File: config.mk
export PLATFORM = sky130hd
export DESIGN_NAME = bif_lbus_addr_seq_flat
export DESIGN_NICKNAME = d
export VERILOG_FILES = /design/src/rtl/bif_lbus_pkg.sv /design/src/rtl/bif_lbus_addr_seq_if.sv /design/src/rtl/bif_lbus_tmo_cnt.sv /design/src/rtl/bif_lbus_addr_seq.sv /design/src/flat_wrapper.sv
export SDC_FILE = /design/constraint.sdc
export NUM_CORES = 1
export LEC_CHECK = 0
export CAP_MARGIN = 20
export CELL_PAD_IN_SITES_DETAIL_PLACEMENT = 1
export CELL_PAD_IN_SITES_GLOBAL_PLACEMENT = 1
export CORE_UTILIZATION = 38
export CTS_CLUSTER_SIZE = 28
export DETAILED_ROUTE_END_ITERATION = 12
export MAX_ROUTING_LAYER = met4
export PLACE_DENSITY = 0.86
export SETUP_SLACK_MARGIN = 0.2
export SLEW_MARGIN = 20
export SYNTH_ARGS = -nofsm -noshare
export SYNTH_HDL_FRONTEND = slang
export SYNTH_SLANG_ARGS = --single-unit
export TNS_END_PERCENT = 100
File: constraint.sdc
create_clock -name sysclk -period 5.4 [get_ports sysclk]
set_clock_uncertainty 0.15 [all_clocks]
set_input_delay 1.35 -clock sysclk [delete_from_list [all_inputs] [get_ports sysclk]]
set_output_delay 1.35 -clock sysclk [all_outputs]
set_load 0.02 [all_outputs]
File: src/rtl/bif_lbus_pkg.sv
// Shared types and widths for the local-bus address-phase sequencer.
package bif_lbus_pkg;

    localparam int unsigned PPN_W = 14;
    localparam int unsigned CA_W  = 10;
    localparam int unsigned CNT_W = 8;

    typedef enum logic [2:0] {
        StIdle,
        StArb,
        StStrb,
        StAddr,
        StWait
    } lbus_state_e;

    // Down-counter load value for a phase lasting 'cycles' sysclk cycles.
    function automatic logic [CNT_W-1:0] cnt_load_val(input int unsigned cycles);
        return CNT_W'(cycles - 1);
    endfunction

endpackage

File: src/rtl/bif_lbus_addr_seq_if.sv
// Request-side and local-bus signals of the address-phase sequencer.
interface bif_lbus_addr_seq_if;
    import bif_lbus_pkg::*;

    logic             req;
    logic [PPN_W-1:0] req_ppn;
    logic [CA_W-1:0]  req_ca;
    logic             req_wr;
    logic             lb_grant;
    logic             lb_ack;
    logic             req_ack;
    logic             lb_req;
    logic [PPN_W-1:0] ppn_23_10;
    logic [CA_W-1:0]  ca_9_0;
    logic             ecreq;
    logic             eadr_n;
    logic             lb_wr;
    logic             busy;
    logic             done;
    logic             tmo_err;

    modport master (
        output req, req_ppn, req_ca, req_wr, lb_grant, lb_ack,
        input  req_ack, lb_req, ppn_23_10, ca_9_0, ecreq, eadr_n, lb_wr, busy, done, tmo_err
    );

    modport slave (
        input  req, req_ppn, req_ca, req_wr, lb_grant, lb_ack,
        output req_ack, lb_req, ppn_23_10, ca_9_0, ecreq, eadr_n, lb_wr, busy, done, tmo_err
    );

endinterface

File: src/rtl/bif_lbus_tmo_cnt.sv
// Loadable/clearable down-counter; tc flags a zero count.
module bif_lbus_tmo_cnt
    import bif_lbus_pkg::*;
(
    input  logic             clk,
    input  logic             rst,
    input  logic             clr,
    input  logic             load,
    input  logic [CNT_W-1:0] load_val,
    input  logic             dec,
    output logic             tc
);

    logic [CNT_W-1:0] cnt_q;

    always_ff @(posedge clk or posedge rst) begin
        if (rst) begin
            cnt_q <= '0;
        end else if (clr) begin
            cnt_q <= '0;
        end else if (load) begin
            cnt_q <= load_val;
        end else if (dec && (cnt_q != '0)) begin
            cnt_q <= cnt_q - 1'b1;
        end
    end

    assign tc = (cnt_q == '0);

endmodule

File: src/rtl/bif_lbus_addr_seq.sv
// Local-bus address-phase sequencer: captures a request, arbitrates, strobes the
// address latch, drives the EADR_n window and waits for ack or timeout.
module bif_lbus_addr_seq
    import bif_lbus_pkg::*;
#(
    parameter int unsigned ADDR_CYCLES = 2,
    parameter int unsigned TMO_CYCLES  = 255
) (
    input logic                sysclk,
    input logic                sys_rst,
    bif_lbus_addr_seq_if.slave bus
);

    localparam logic [CNT_W-1:0] AddrLoad = cnt_load_val(ADDR_CYCLES);
    localparam logic [CNT_W-1:0] TmoLoad  = cnt_load_val(TMO_CYCLES);

    lbus_state_e      state_q;
    logic             req_ack_q;
    logic             lb_req_q;
    logic [PPN_W-1:0] ppn_q;
    logic [CA_W-1:0]  ca_q;
    logic             ecreq_q;
    logic             eadr_n_q;
    logic             lb_wr_q;
    logic             busy_q;
    logic             done_q;
    logic             tmo_err_q;

    logic             cnt_clr;
    logic             cnt_load;
    logic [CNT_W-1:0] cnt_load_val_w;
    logic             cnt_dec;
    logic             cnt_tc;

    bif_lbus_tmo_cnt u_cnt (
        .clk      (sysclk),
        .rst      (sys_rst),
        .clr      (cnt_clr),
        .load     (cnt_load),
        .load_val (cnt_load_val_w),
        .dec      (cnt_dec),
        .tc       (cnt_tc)
    );

    // One counter serves both phases: ADDR window length, then ack timeout.
    always_comb begin
        cnt_clr        = 1'b0;
        cnt_load       = 1'b0;
        cnt_load_val_w = AddrLoad;
        cnt_dec        = 1'b0;
        unique case (state_q)
            StStrb: cnt_load = ecreq_q;
            StAddr: begin
                if (cnt_tc) begin
                    cnt_load       = 1'b1;
                    cnt_load_val_w = TmoLoad;
                end else begin
                    cnt_dec = 1'b1;
                end
            end
            StWait: begin
                if (bus.lb_ack || cnt_tc) begin
                    cnt_clr = 1'b1;
                end else begin
                    cnt_dec = 1'b1;
                end
            end
            default: cnt_clr = 1'b1;
        endcase
    end

    always_ff @(posedge sysclk or posedge sys_rst) begin
        if (sys_rst) begin
            state_q   <= StIdle;
            req_ack_q <= 1'b0;
            lb_req_q  <= 1'b0;
            ppn_q     <= '0;
            ca_q      <= '0;
            ecreq_q   <= 1'b0;
            eadr_n_q  <= 1'b1;
            lb_wr_q   <= 1'b0;
            busy_q    <= 1'b0;
            done_q    <= 1'b0;
            tmo_err_q <= 1'b0;
        end else begin
            req_ack_q <= 1'b0;
            done_q    <= 1'b0;
            tmo_err_q <= 1'b0;
            unique case (state_q)
                StIdle: begin
                    if (bus.req) begin
                        state_q   <= StArb;
                        req_ack_q <= 1'b1;
                        lb_req_q  <= 1'b1;
                        busy_q    <= 1'b1;
                        ppn_q     <= bus.req_ppn;
                        ca_q      <= bus.req_ca;
                        lb_wr_q   <= bus.req_wr;
                    end
                end
                StArb: begin
                    if (bus.lb_grant) begin
                        state_q <= StStrb;
                    end
                end
                // First STRB cycle is latch setup; ecreq rises on the second.
                StStrb: begin
                    if (!ecreq_q) begin
                        ecreq_q <= 1'b1;
                    end else begin
                        ecreq_q  <= 1'b0;
                        eadr_n_q <= 1'b0;
                        state_q  <= StAddr;
                    end
                end
                StAddr: begin
                    if (cnt_tc) begin
                        eadr_n_q <= 1'b1;
                        state_q  <= StWait;
                    end
                end
                StWait: begin
                    if (bus.lb_ack) begin
                        done_q   <= 1'b1;
                        lb_req_q <= 1'b0;
                        busy_q   <= 1'b0;
                        state_q  <= StIdle;
                    end else if (cnt_tc) begin
                        tmo_err_q <= 1'b1;
                        lb_req_q  <= 1'b0;
                        busy_q    <= 1'b0;
                        state_q   <= StIdle;
                    end
                end
                default: state_q <= StIdle;
            endcase
        end
    end

    assign bus.req_ack   = req_ack_q;
    assign bus.lb_req    = lb_req_q;
    assign bus.ppn_23_10 = ppn_q;
    assign bus.ca_9_0    = ca_q;
    assign bus.ecreq     = ecreq_q;
    assign bus.eadr_n    = eadr_n_q;
    assign bus.lb_wr     = lb_wr_q;
    assign bus.busy      = busy_q;
    assign bus.done      = done_q;
    assign bus.tmo_err   = tmo_err_q;

endmodule

File: src/flat_wrapper.sv
// flat-port wrapper written by rule: the top's interface ports become plain ports
module bif_lbus_addr_seq_flat import bif_lbus_pkg::*;
#(
    parameter int unsigned ADDR_CYCLES = 2,
    parameter int unsigned TMO_CYCLES  = 255
)
  (sysclk, sys_rst, bus_req, bus_req_ppn, bus_req_ca, bus_req_wr, bus_lb_grant, bus_lb_ack, bus_req_ack, bus_lb_req, bus_ppn_23_10, bus_ca_9_0, bus_ecreq, bus_eadr_n, bus_lb_wr, bus_busy, bus_done, bus_tmo_err);
  bif_lbus_addr_seq_if bus_i ();
  input logic sysclk;
  input logic sys_rst;
  input wire logic [$bits(bus_i.req)-1:0] bus_req;
  input wire logic [$bits(bus_i.req_ppn)-1:0] bus_req_ppn;
  input wire logic [$bits(bus_i.req_ca)-1:0] bus_req_ca;
  input wire logic [$bits(bus_i.req_wr)-1:0] bus_req_wr;
  input wire logic [$bits(bus_i.lb_grant)-1:0] bus_lb_grant;
  input wire logic [$bits(bus_i.lb_ack)-1:0] bus_lb_ack;
  output wire logic [$bits(bus_i.req_ack)-1:0] bus_req_ack;
  output wire logic [$bits(bus_i.lb_req)-1:0] bus_lb_req;
  output wire logic [$bits(bus_i.ppn_23_10)-1:0] bus_ppn_23_10;
  output wire logic [$bits(bus_i.ca_9_0)-1:0] bus_ca_9_0;
  output wire logic [$bits(bus_i.ecreq)-1:0] bus_ecreq;
  output wire logic [$bits(bus_i.eadr_n)-1:0] bus_eadr_n;
  output wire logic [$bits(bus_i.lb_wr)-1:0] bus_lb_wr;
  output wire logic [$bits(bus_i.busy)-1:0] bus_busy;
  output wire logic [$bits(bus_i.done)-1:0] bus_done;
  output wire logic [$bits(bus_i.tmo_err)-1:0] bus_tmo_err;
  assign bus_i.req = bus_req;
  assign bus_i.req_ppn = bus_req_ppn;
  assign bus_i.req_ca = bus_req_ca;
  assign bus_i.req_wr = bus_req_wr;
  assign bus_i.lb_grant = bus_lb_grant;
  assign bus_i.lb_ack = bus_lb_ack;
  assign bus_req_ack = bus_i.req_ack;
  assign bus_lb_req = bus_i.lb_req;
  assign bus_ppn_23_10 = bus_i.ppn_23_10;
  assign bus_ca_9_0 = bus_i.ca_9_0;
  assign bus_ecreq = bus_i.ecreq;
  assign bus_eadr_n = bus_i.eadr_n;
  assign bus_lb_wr = bus_i.lb_wr;
  assign bus_busy = bus_i.busy;
  assign bus_done = bus_i.done;
  assign bus_tmo_err = bus_i.tmo_err;
  bif_lbus_addr_seq #(.ADDR_CYCLES(ADDR_CYCLES), .TMO_CYCLES(TMO_CYCLES)) u_core (.sysclk(sysclk), .sys_rst(sys_rst), .bus(bus_i));
endmodule
==> results of run 1 <==
worst min-delay path, stage by stage (launching register included):
cell,delay [ns]
dfstp_2,0.37
nand2_1,0.05
nand2_1,0.05
metal layers:
| layer | global-route usage | vias to the layer above | wire [um] | share of wire |
|---|---|---|---|---|
| li1 | - | 697 | - | - |
| met1 | 0.243 | 768 | 2080 | 0.41 |
| met5 | - | - | 0 | 0 |
| met4 | 0.0566 | 0 | 63 | 0.012 |
| met3 | 0.0539 | 8 | 205 | 0.041 |
| met2 | 0.351 | 41 | 2710 | 0.54 |
flip-flops by register name (all words and copies together) (netlist names):
name,flops
u_core.bus.ecreq,1
u_core.bus.ppn_23_10,14
u_core.bus.tmo_err,1
u_core.state_q,3
u_core.bus.ca_9_0,10
u_core.bus.req_ack,1
u_core.bus.eadr_n,1
u_core.bus.lb_req,1
u_core.bus.done,1
u_core.bus.lb_wr,1
u_core.u_cnt.cnt_q,8
kinds of logic after synthesis:
group / Yosys count
AND/OR/NAND/NOR: 46
multiplexers: 26
adder cells (fa/ha/maj): 2
XOR/XNOR: 2
flip-flops: 42
buffers and inverters: 12
AO/OA/AOI/OAI: 29
synth_stat cells, types with 2 or more instances:
library cell / count
mux2_2: 25
ha_1: 2
nand3_1: 3
dfrtp_1: 41
buf_4: 4
a31oi_1: 3
inv_1: 6
nand2_1: 9
o21ai_0: 8
a22oi_1: 2
or4b_4: 2
nand3b_1: 2
nand2b_1: 3
nor3b_1: 2
nand4_1: 2
nor3_1: 3
nor2_1: 11
a21oi_1: 5
worst max path at each step:
stage                                              to  slack [ns]  cells past startpoint
finish              u_core.u_cnt.cnt_q[2]$_DFFE_PP0P_        2.34                      5
global route        u_core.u_cnt.cnt_q[2]$_DFFE_PP0P_        2.22                      5
CTS                 u_core.u_cnt.cnt_q[2]$_DFFE_PP0P_        2.37                      5
detailed placement  u_core.u_cnt.cnt_q[5]$_DFFE_PP0P_        2.18                      5
global placement    u_core.u_cnt.cnt_q[2]$_DFFE_PP0P_        2.28                      5
floorplan           u_core.u_cnt.cnt_q[2]$_DFFE_PP0P_        2.78                      4
final cells by class:
class,count,area (um^2)
Tap cell,67,83.8
Inverter,6,22.5
Timing Repair Buffer,63,626
Clock buffer,6,82.6
Multi-Input combinational cell,105,810
Sequential cell,42,1050
Fill cell,524,2080
Clock inverter,1,30.0
power by group through the flow:
stage,sequential (W),combinational (W),clock [W]
after floorplan,0.000677,0.000412,0
after global placement,0.000571,0.000838,0
after detailed placement,0.000584,0.000862,0
after CTS,0.000579,0.000870,0.000258
after global routing,0.000598,0.000926,0.000268
final,0.000578,0.000862,0.000253
per-stage QoR:
stage | cells | setup WS [ns] | util | instance area (um^2) | hold slack [ns]
after floorplan | 159 | 2.78 | - | 1920 | 0.342
after global placement | 283 | 2.28 | 0.542 | 2590 | 0.294
after CTS | 290 | 2.37 | 0.565 | 2710 | 0.326
after global routing | 290 | 2.22 | 0.565 | 2710 | 0.335
final | 290 | 2.34 | 0.565 | 2710 | 0.321
after detailed placement | 283 | 2.18 | 0.542 | 2590 | 0.314
==> results.toml, run 1 <==
[yosys]
seq_area_frac_synth = 0.547
ys.flop_type = "dfrtp_1"
async_flop_share = 1.00
synthAdderAreaFrac = 0.0130
synth-xor-area-share = 0.00911
synth-seq-cells = 42
ys_warn_count = 0
avgSynthCellArea_um2 = 12.1
syn-num-nets = 191
synth.area.top_cells = "dfrtp_1 53%, mux2_2 15%, nor2_1 2.1%"
synth_top_area_share = 0.534
synth_edf_count = 0
netlist_instances = 159
synth_cell_types = 44
muxShareOfSynthArea = 0.152
synth-simple-area-share = 0.148
synth_top_family_by_area = "multiplexers"
synth_area_mm2 = 0.00192
synth-compound-area-share = 0.0989
synth_top_cell_by_area = "dfrtp_1"

[sta]
fin_crit_sh = 0.567
tightest_slew_ns = 0.856
period_minus_slack_ns = 3.06
finalHoldViolations = 0
tns_ns = 0
fmax_mhz = 326
setup_violations = 0
rsz0062_at_grt = "no"
slew_viol_final = 0
maxSlewHeadroom = 0.425

[clock_tree]
cts_buffers = 5
hold_buffers = 0
htree_levels = 2
clkLatencyLatePin_ns = 0.29
cts_resized = 0
cts.sink_count = 42
cts_tree = "yes"
clock-root-buffer = "clkbuf_8"
cts_setup_buffers = 0
clockBufferDepth = 2
clk_pin_slew_ns = 0.08

[route]
drt-pass1-iter-count = 4
drt_iter0_markers = 35
wl_per_cell_um = 17.4
avgViaCountPerCell = 5.22
vias = 1514
finalWirelength_mm = 5.06
ant_nets = 0
drcViolationCount = 0

[grt]
track_usage = 0.207
grt_max_degree = 43
antenna_found_initial = 0
grt_pass1_wl_mm = 7.97
grt_pass1_vias = 1586
grt-ovfl-total = 0

[setup_path]
cpMaxStageDelayCell = "or4b_4"
path_class = "input port to register"
critPathRequiredTime_ns = 5.46
end_kind = "register"
critPathMaxFanout = 5
startpoint = "bus_lb_ack"
crit_chain = "clkdlybuf4s50_1, or4b_4, a2111oi_0, o21ai_0, o31ai_1"
crit_arrival_ns = 3.12
r2r_end = "u_core.u_cnt.cnt_q[2]$_DFFE_PP0P_"
rrSetupSlack_ns = 3.16
startpoint_type = "input port"
cp_num_buf_inv = 1
crit_path_max_incr_delay_ns = 0.54
r2r-start = "u_core.state_q[0]$_DFFE_PP0P_"
r2r_cells = 4
crit_family = "compound AO/OA/AOI/OAI gates"

[final_layout]
final_common_cell = "clkdlybuf4s50_1"
final_cell_mix = "61 x clkdlybuf4s50_1, 41 x dfrtp_1, 25 x mux2_2"
syn_to_final_growth_pct = 40.7
nNetsFinal = 255
drive_gt1_frac = 0.197
diodes = 0

[floorplan]
die_w_um = 73.1
rows = 25
die-area_mm2 = 0.00535
die_h_um = 73.1
core_area_mm2 = 0.00479
ioPinCount = 62
start_util = 0.402

[placed_design]
io_buffers = 61
dp_hpwl_mm = 3.73
gp_congestion = 0.886

[pwr]
netSwitchingFraction = 0.390
clockPowerShare = 0.149
p_leak_nw = 1.11
max-vdd-ir-drop_uv = 329
p_comb_frac = 0.509
pwr-share-seq = 0.342
intPower_w = 0.00103
total_power_w = 0.00169
power-per-cell-area_mw_per_mm2 = 626
power_switching_w = 0.000660

[flow_run]
maxCapViolations = 0

[status]
run_status = "completed"

[min_path]
hp-class = "register to register"
worstHoldPathCells = 2
min_from = "u_core.bus.eadr_n$_DFFE_PP1P_"
hold_end = "u_core.bus.eadr_n$_DFFE_PP1P_"
Note: power is estimated with default switching activity, not from simulation.
==> run 2: changes to the inputs <==
--- a/config.mk
+++ b/config.mk
@@ -8,11 +8,11 @@
 export CAP_MARGIN = 20
 export CELL_PAD_IN_SITES_DETAIL_PLACEMENT = 1
 export CELL_PAD_IN_SITES_GLOBAL_PLACEMENT = 1
-export CORE_UTILIZATION = 38
+export CORE_UTILIZATION = 35
 export CTS_CLUSTER_SIZE = 28
 export DETAILED_ROUTE_END_ITERATION = 12
 export MAX_ROUTING_LAYER = met4
-export PLACE_DENSITY = 0.86
+export PLACE_DENSITY = 0.8
 export SETUP_SLACK_MARGIN = 0.2
 export SLEW_MARGIN = 20
 export SYNTH_ARGS = -nofsm -noshare
==> constraint.sdc (replaced) <==
create_clock -name sysclk -period 3.05 [get_ports sysclk]
set_clock_uncertainty 0.15 [all_clocks]
set_input_delay 0.7625 -clock sysclk [delete_from_list [all_inputs] [get_ports sysclk]]
set_output_delay 0.7625 -clock sysclk [all_outputs]
set_load 0.02 [all_outputs]
==> run 2 against run 1 <==
Worst setup slack got worse by 1.8 ns. Register-to-register slack got worse by 2.4 ns. Die area increased by 8.3%. Total power increased by 84%. Critical path depth unchanged. Via count increased by 1.7%. Sequential share of layout area decreased by 0.58 points. Sequential power increased by 78%. Wire length increased by 1.2%. Critical path type unchanged. Sequential cell count unchanged. Design area increased by 1.5%.
==> results.toml, run 2 (synthesis results as in run 1) <==
[status]
run_status = "completed"

[floorplan]
die_w_um = 76.1
core_area_mm2 = 0.00520
die-area_mm2 = 0.00580
rows = 26
die_h_um = 76.1
start_util = 0.369
ioPinCount = 62

[setup_path]
critPathCapture = "u_core.u_cnt.cnt_q[2]$_DFFE_PP0P_"
critPathMaxFanout = 5
r2r_end = "u_core.u_cnt.cnt_q[2]$_DFFE_PP0P_"
critPathRequiredTime_ns = 3.11
startpoint = "bus_lb_ack"
path_class = "input port to register"
rrSetupSlack_ns = 0.72
crit_arrival_ns = 2.61
end_kind = "register"
startpoint_type = "input port"
r2r-start = "u_core.state_q[0]$_DFFE_PP0P_"
r2r_cells = 4

[route]
drt_iter0_markers = 41
vias = 1539
drt-pass1-iter-count = 4
wl_per_cell_um = 17.4
ant_nets = 0
drcViolationCount = 0
avgViaCountPerCell = 5.22
finalWirelength_mm = 5.12

[final_layout]
fill_cells = 568
final_cell_mix = "61 x clkdlybuf4s50_1, 41 x dfrtp_1, 25 x mux2_2"
final_common_cell = "clkdlybuf4s50_1"
drive_gt1_frac = 0.204
nNetsFinal = 256
largest_reg_flops = 14
diodes = 0
syn_to_final_growth_pct = 42.9

[clock_tree]
cts_tree = "yes"
clkLatencyLatePin_ns = 0.29
clock-root-buffer = "clkbuf_8"
cts_resized = 0
clk_pin_slew_ns = 0.08
clockBufferDepth = 2
cts_setup_buffers = 0
cts.sink_count = 42
hold_buffers = 0
cts_buffers = 5
htree_levels = 2

[sta]
slew_viol_final = 0
fmax_mhz = 392
period_minus_slack_ns = 2.55
finalHoldViolations = 0
fin_crit_sh = 0.837
tns_ns = 0
setup_violations = 0
tightest_slew_ns = 0.869
maxSlewHeadroom = 0.416
rsz0062_at_grt = "no"

[pwr]
power_switching_w = 0.00118
max-vdd-ir-drop_uv = 582
netSwitchingFraction = 0.381
p_comb_frac = 0.494
intPower_w = 0.00192
p_leak_nw = 1.13
pwr-share-seq = 0.330
clockPowerShare = 0.176
total_power_w = 0.00311
power-per-cell-area_mw_per_mm2 = 1130

[flow_run]
maxCapViolations = 0

[grt]
antenna_found_initial = 0
grt-ovfl-total = 0
grt_pass1_wl_mm = 8.83
grt_max_degree = 43
track_usage = 0.201
grt_pass1_vias = 1691

[placed_design]
dp_hpwl_mm = 3.57
io_buffers = 61
gp_congestion = 0.838

[min_path]
hp-class = "register to register"
min_from = "u_core.bus.eadr_n$_DFFE_PP1P_"
==> run 2: cell types whose count changed in the layout (fill, tap and decap cells not counted), sizes merged <==
cell	previous run	this run
bufinv	1	2
buf	2	3
==> run 2: worst min path at each step <==
stage	slack [ns]	endpoint	cells past startpoint
finish	0.32	u_core.bus.eadr_n$_DFFE_PP1P_	2
global route	0.35	u_core.bus.eadr_n$_DFFE_PP1P_	2
CTS	0.32	u_core.bus.eadr_n$_DFFE_PP1P_	2
detailed placement	0.31	u_core.bus.eadr_n$_DFFE_PP1P_	2
global placement	0.30	u_core.bus.eadr_n$_DFFE_PP1P_	2
floorplan	0.34	u_core.bus.eadr_n$_DFFE_PP1P_	2
==> run 2: routing by layer <==
layer / wire, um / global-route usage
met5: 0 / -
met4: 108 / 0.0731
met3: 237 / 0.0443
met2: 2530 / 0.331
met1: 2240 / 0.242
==> run 2: cell type report <==
type / count / area (um^2) / area share
inverter: 6 / 22.5 / 0.00820
sequential: 42 / 1050 / 0.383
multi-input combinational: 105 / 810 / 0.295
clock buffer: 6 / 82.6 / 0.0301
timing repair buffer: 64 / 633 / 0.230
clock inverter: 2 / 60.1 / 0.0219
tap: 70 / 87.6 / 0.0319
==> run 2: worst max-delay path, stage by stage <==
cell and delay (ns):
clkdlybuf4s50_1 0.43, or4b_4 0.54, a2111oi_0 0.58, o21ai_0 0.20, o31ai_1 0.10
==> run 2: power by group through the flow <==
| stage | Combinational [W] | Clock (W) | Sequential [W] |
|---|---|---|---|
| final | 0.00154 | 0.000546 | 0.00103 |
| after global routing | 0.00166 | 0.000571 | 0.00107 |
| after CTS | 0.00155 | 0.000555 | 0.00103 |
| after detailed placement | 0.00154 | 0 | 0.00103 |
| after global placement | 0.00150 | 0 | 0.00101 |
| after floorplan | 0.000730 | 0 | 0.00120 |
==> run 2: stage by stage <==
step / worst slack (ns) / instances / cell area [um^2] / utilization / hold WS (ns)
4_1_cts: 0.578 / 295 / 2750 / 0.528 / 0.325
3_3_place_gp: 0.513 / 287 / 2610 / 0.500 / 0.299
5_1_grt: 0.486 / 295 / 2750 / 0.528 / 0.351
2_1_floorplan: 1.02 / 159 / 1920 / - / 0.342
6_report: 0.496 / 295 / 2750 / 0.528 / 0.320
3_5_place_dp: 0.480 / 287 / 2610 / 0.500 / 0.308
==> run 3: changes to the inputs <==
--- a/config.mk
+++ b/config.mk
@@ -8,11 +8,11 @@
 export CAP_MARGIN = 20
 export CELL_PAD_IN_SITES_DETAIL_PLACEMENT = 1
 export CELL_PAD_IN_SITES_GLOBAL_PLACEMENT = 1
-export CORE_UTILIZATION = 35
+export CORE_UTILIZATION = 32
 export CTS_CLUSTER_SIZE = 28
 export DETAILED_ROUTE_END_ITERATION = 12
 export MAX_ROUTING_LAYER = met4
-export PLACE_DENSITY = 0.8
+export PLACE_DENSITY = 0.77
 export SETUP_SLACK_MARGIN = 0.2
 export SLEW_MARGIN = 20
 export SYNTH_ARGS = -nofsm -noshare
==> constraint.sdc (replaced) <==
create_clock -name sysclk -period 2.3 [get_ports sysclk]
set_clock_uncertainty 0.15 [all_clocks]
set_input_delay 0.575 -clock sysclk [delete_from_list [all_inputs] [get_ports sysclk]]
set_output_delay 0.575 -clock sysclk [all_outputs]
set_load 0.02 [all_outputs]
==> run 3 against run 2 <==
Via count grew 2.5%. Critical path depth grew 1. Worst setup slack lost 0.21 ns. Worst hold slack gained 0.014 ns. Non-clock buffer count grew 8. Final cell count grew 3.4%. Clock power shrank 12%. Highest routed layer unchanged.
==> results.toml, run 3 (synthesis results as in run 1) <==
[status]
run_status = "completed"

[route]
ant_nets = 0
drt-pass1-iter-count = 4
avgViaCountPerCell = 5.17
drcViolationCount = 0
drt_iter0_markers = 32
wl_per_cell_um = 17.6
vias = 1577
finalWirelength_mm = 5.37

[min_path]
hp-class = "register to register"
worstHoldPathCells = 2

[sta]
whs_ns = 0.334
tns_ns = 0
finalHoldViolations = 0
fin_crit_sh = 0.874
fmax_mhz = 497
worst_slack_ns = 0.289
setup_violations = 0
tightest_slew_ns = 0.370
slew_viol_final = 0
rsz0062_at_grt = "no"
period_minus_slack_ns = 2.01
maxSlewHeadroom = 0.753

[setup_path]
r2r_cells = 6
rrSetupSlack_ns = 0.29
r2r-start = "u_core.u_cnt.cnt_q[0]$_DFFE_PP0P_"
r2r_end = "u_core.u_cnt.cnt_q[7]$_DFFE_PP0P_"
critPathRequiredTime_ns = 2.37
end_kind = "register"
crit_arrival_ns = 2.09
path_class = "register to register"
critPathMaxFanout = 5
critPathCapture = "u_core.u_cnt.cnt_q[7]$_DFFE_PP0P_"
startpoint_type = "register"
startpoint = "u_core.u_cnt.cnt_q[0]$_DFFE_PP0P_"

[grt]
grt_pass1_vias = 1579
grt-ovfl-total = 0
grt_use_met2 = 0.276
grt_pass1_wl_mm = 8.26
track_usage = 0.180
top_usage_layer = "met2"
antenna_found_initial = 0
gr-usage-met1 = 0.224
grt_max_degree = 43
grt_use_met3 = 0.0537

[clock_tree]
cts_tree = "yes"
clk_pin_slew_ns = 0.08
clkLatencyLatePin_ns = 0.30
cts_buffers = 5
clock-root-buffer = "clkbuf_8"
hold_buffers = 0
cts.sink_count = 42
htree_levels = 2
clockBufferDepth = 2

[final_layout]
diodes = 0
drive_gt1_frac = 0.262
final_common_cell = "clkdlybuf4s50_1"
nNetsFinal = 264
syn_to_final_growth_pct = 47.0
final_cell_mix = "58 x clkdlybuf4s50_1, 41 x dfrtp_1, 25 x mux2_2"
final_util = 0.501
fill_cells = 600
largest_reg_flops = 14

[pwr]
netSwitchingFraction = 0.411
power-per-cell-area_mw_per_mm2 = 1440
p_comb_frac = 0.567
intPower_w = 0.00240
power_switching_w = 0.00167
p_leak_nw = 1.17
pwr-share-seq = 0.315
clockPowerShare = 0.119
max-vdd-ir-drop_uv = 544

[floorplan]
rows = 27
die-area_mm2 = 0.00632
die_h_um = 79.5
start_util = 0.341
ioPinCount = 62
die_w_um = 79.5
core_area_mm2 = 0.00564

[placed_design]
gp_congestion = 0.840
post-place-ws_ns = -0.131
io_buffers = 61
dp_hpwl_mm = 3.78

[flow_run]
maxCapViolations = 0
## run 3: final cells by class
class                           instances  area [um^2]  share of cell area
Sequential cell                        42         1050               0.372
Multi-Input combinational cell        105          858               0.304
Timing Repair Buffer                   72          718               0.254
Tap cell                               72         90.1              0.0319
Clock buffer                            6         72.6              0.0257
Inverter                                6         22.5             0.00796
Clock inverter                          2         13.8             0.00487
## run 3: worst min path at each step
stage / startpoint / end / slack, ns
global route: u_core.bus.eadr_n$_DFFE_PP1P_ / u_core.bus.eadr_n$_DFFE_PP1P_ / 0.35
CTS: u_core.bus.eadr_n$_DFFE_PP1P_ / u_core.bus.eadr_n$_DFFE_PP1P_ / 0.33
finish: u_core.bus.eadr_n$_DFFE_PP1P_ / u_core.bus.eadr_n$_DFFE_PP1P_ / 0.33
detailed placement: u_core.bus.eadr_n$_DFFE_PP1P_ / u_core.bus.eadr_n$_DFFE_PP1P_ / 0.32
floorplan: u_core.bus.eadr_n$_DFFE_PP1P_ / u_core.bus.eadr_n$_DFFE_PP1P_ / 0.34
global placement: u_core.bus.eadr_n$_DFFE_PP1P_ / u_core.bus.eadr_n$_DFFE_PP1P_ / 0.30
## run 3: per-stage QoR
stage                     instance area [um^2]  cells  power [W]
after floorplan                           1920    159    0.00256
after global placement                    2670    294    0.00341
after detailed placement                  2670    294    0.00350
after CTS                                 2780    304    0.00400
after global routing                      2830    305    0.00432
final                                     2830    305    0.00407
## run 3: what timing repair did
action,CTS,global route
pin swaps,0,3
buffers inserted,2,1
gates resized for setup,6,11
endpoints found under the setup margin,5,3
## run 3: critical path: stages, from the launching register on
cell and delay [ns]:
dfrtp_1 0.41, inv_2 0.09, ha_2 0.19, or4b_4 0.48, or3_4 0.39, a21boi_0 0.15, o211ai_2 0.08
## run 3: layer usage
metal | up-vias | wire (um)
li1 | 717 | -
met1 | 791 | 2350
met5 | - | 0
met3 | 7 | 412
met4 | 0 | 80
met2 | 62 | 2530
## run 3: power groups by stage
stage / Combinational, W / Clock [W] / Sequential, W
final: 0.00231 / 0.000483 / 0.00128
after global routing: 0.00247 / 0.000527 / 0.00132
after CTS: 0.00223 / 0.000494 / 0.00128
after detailed placement: 0.00219 / 0 / 0.00130
after global placement: 0.00215 / 0 / 0.00127
after floorplan: 0.000968 / 0 / 0.00159
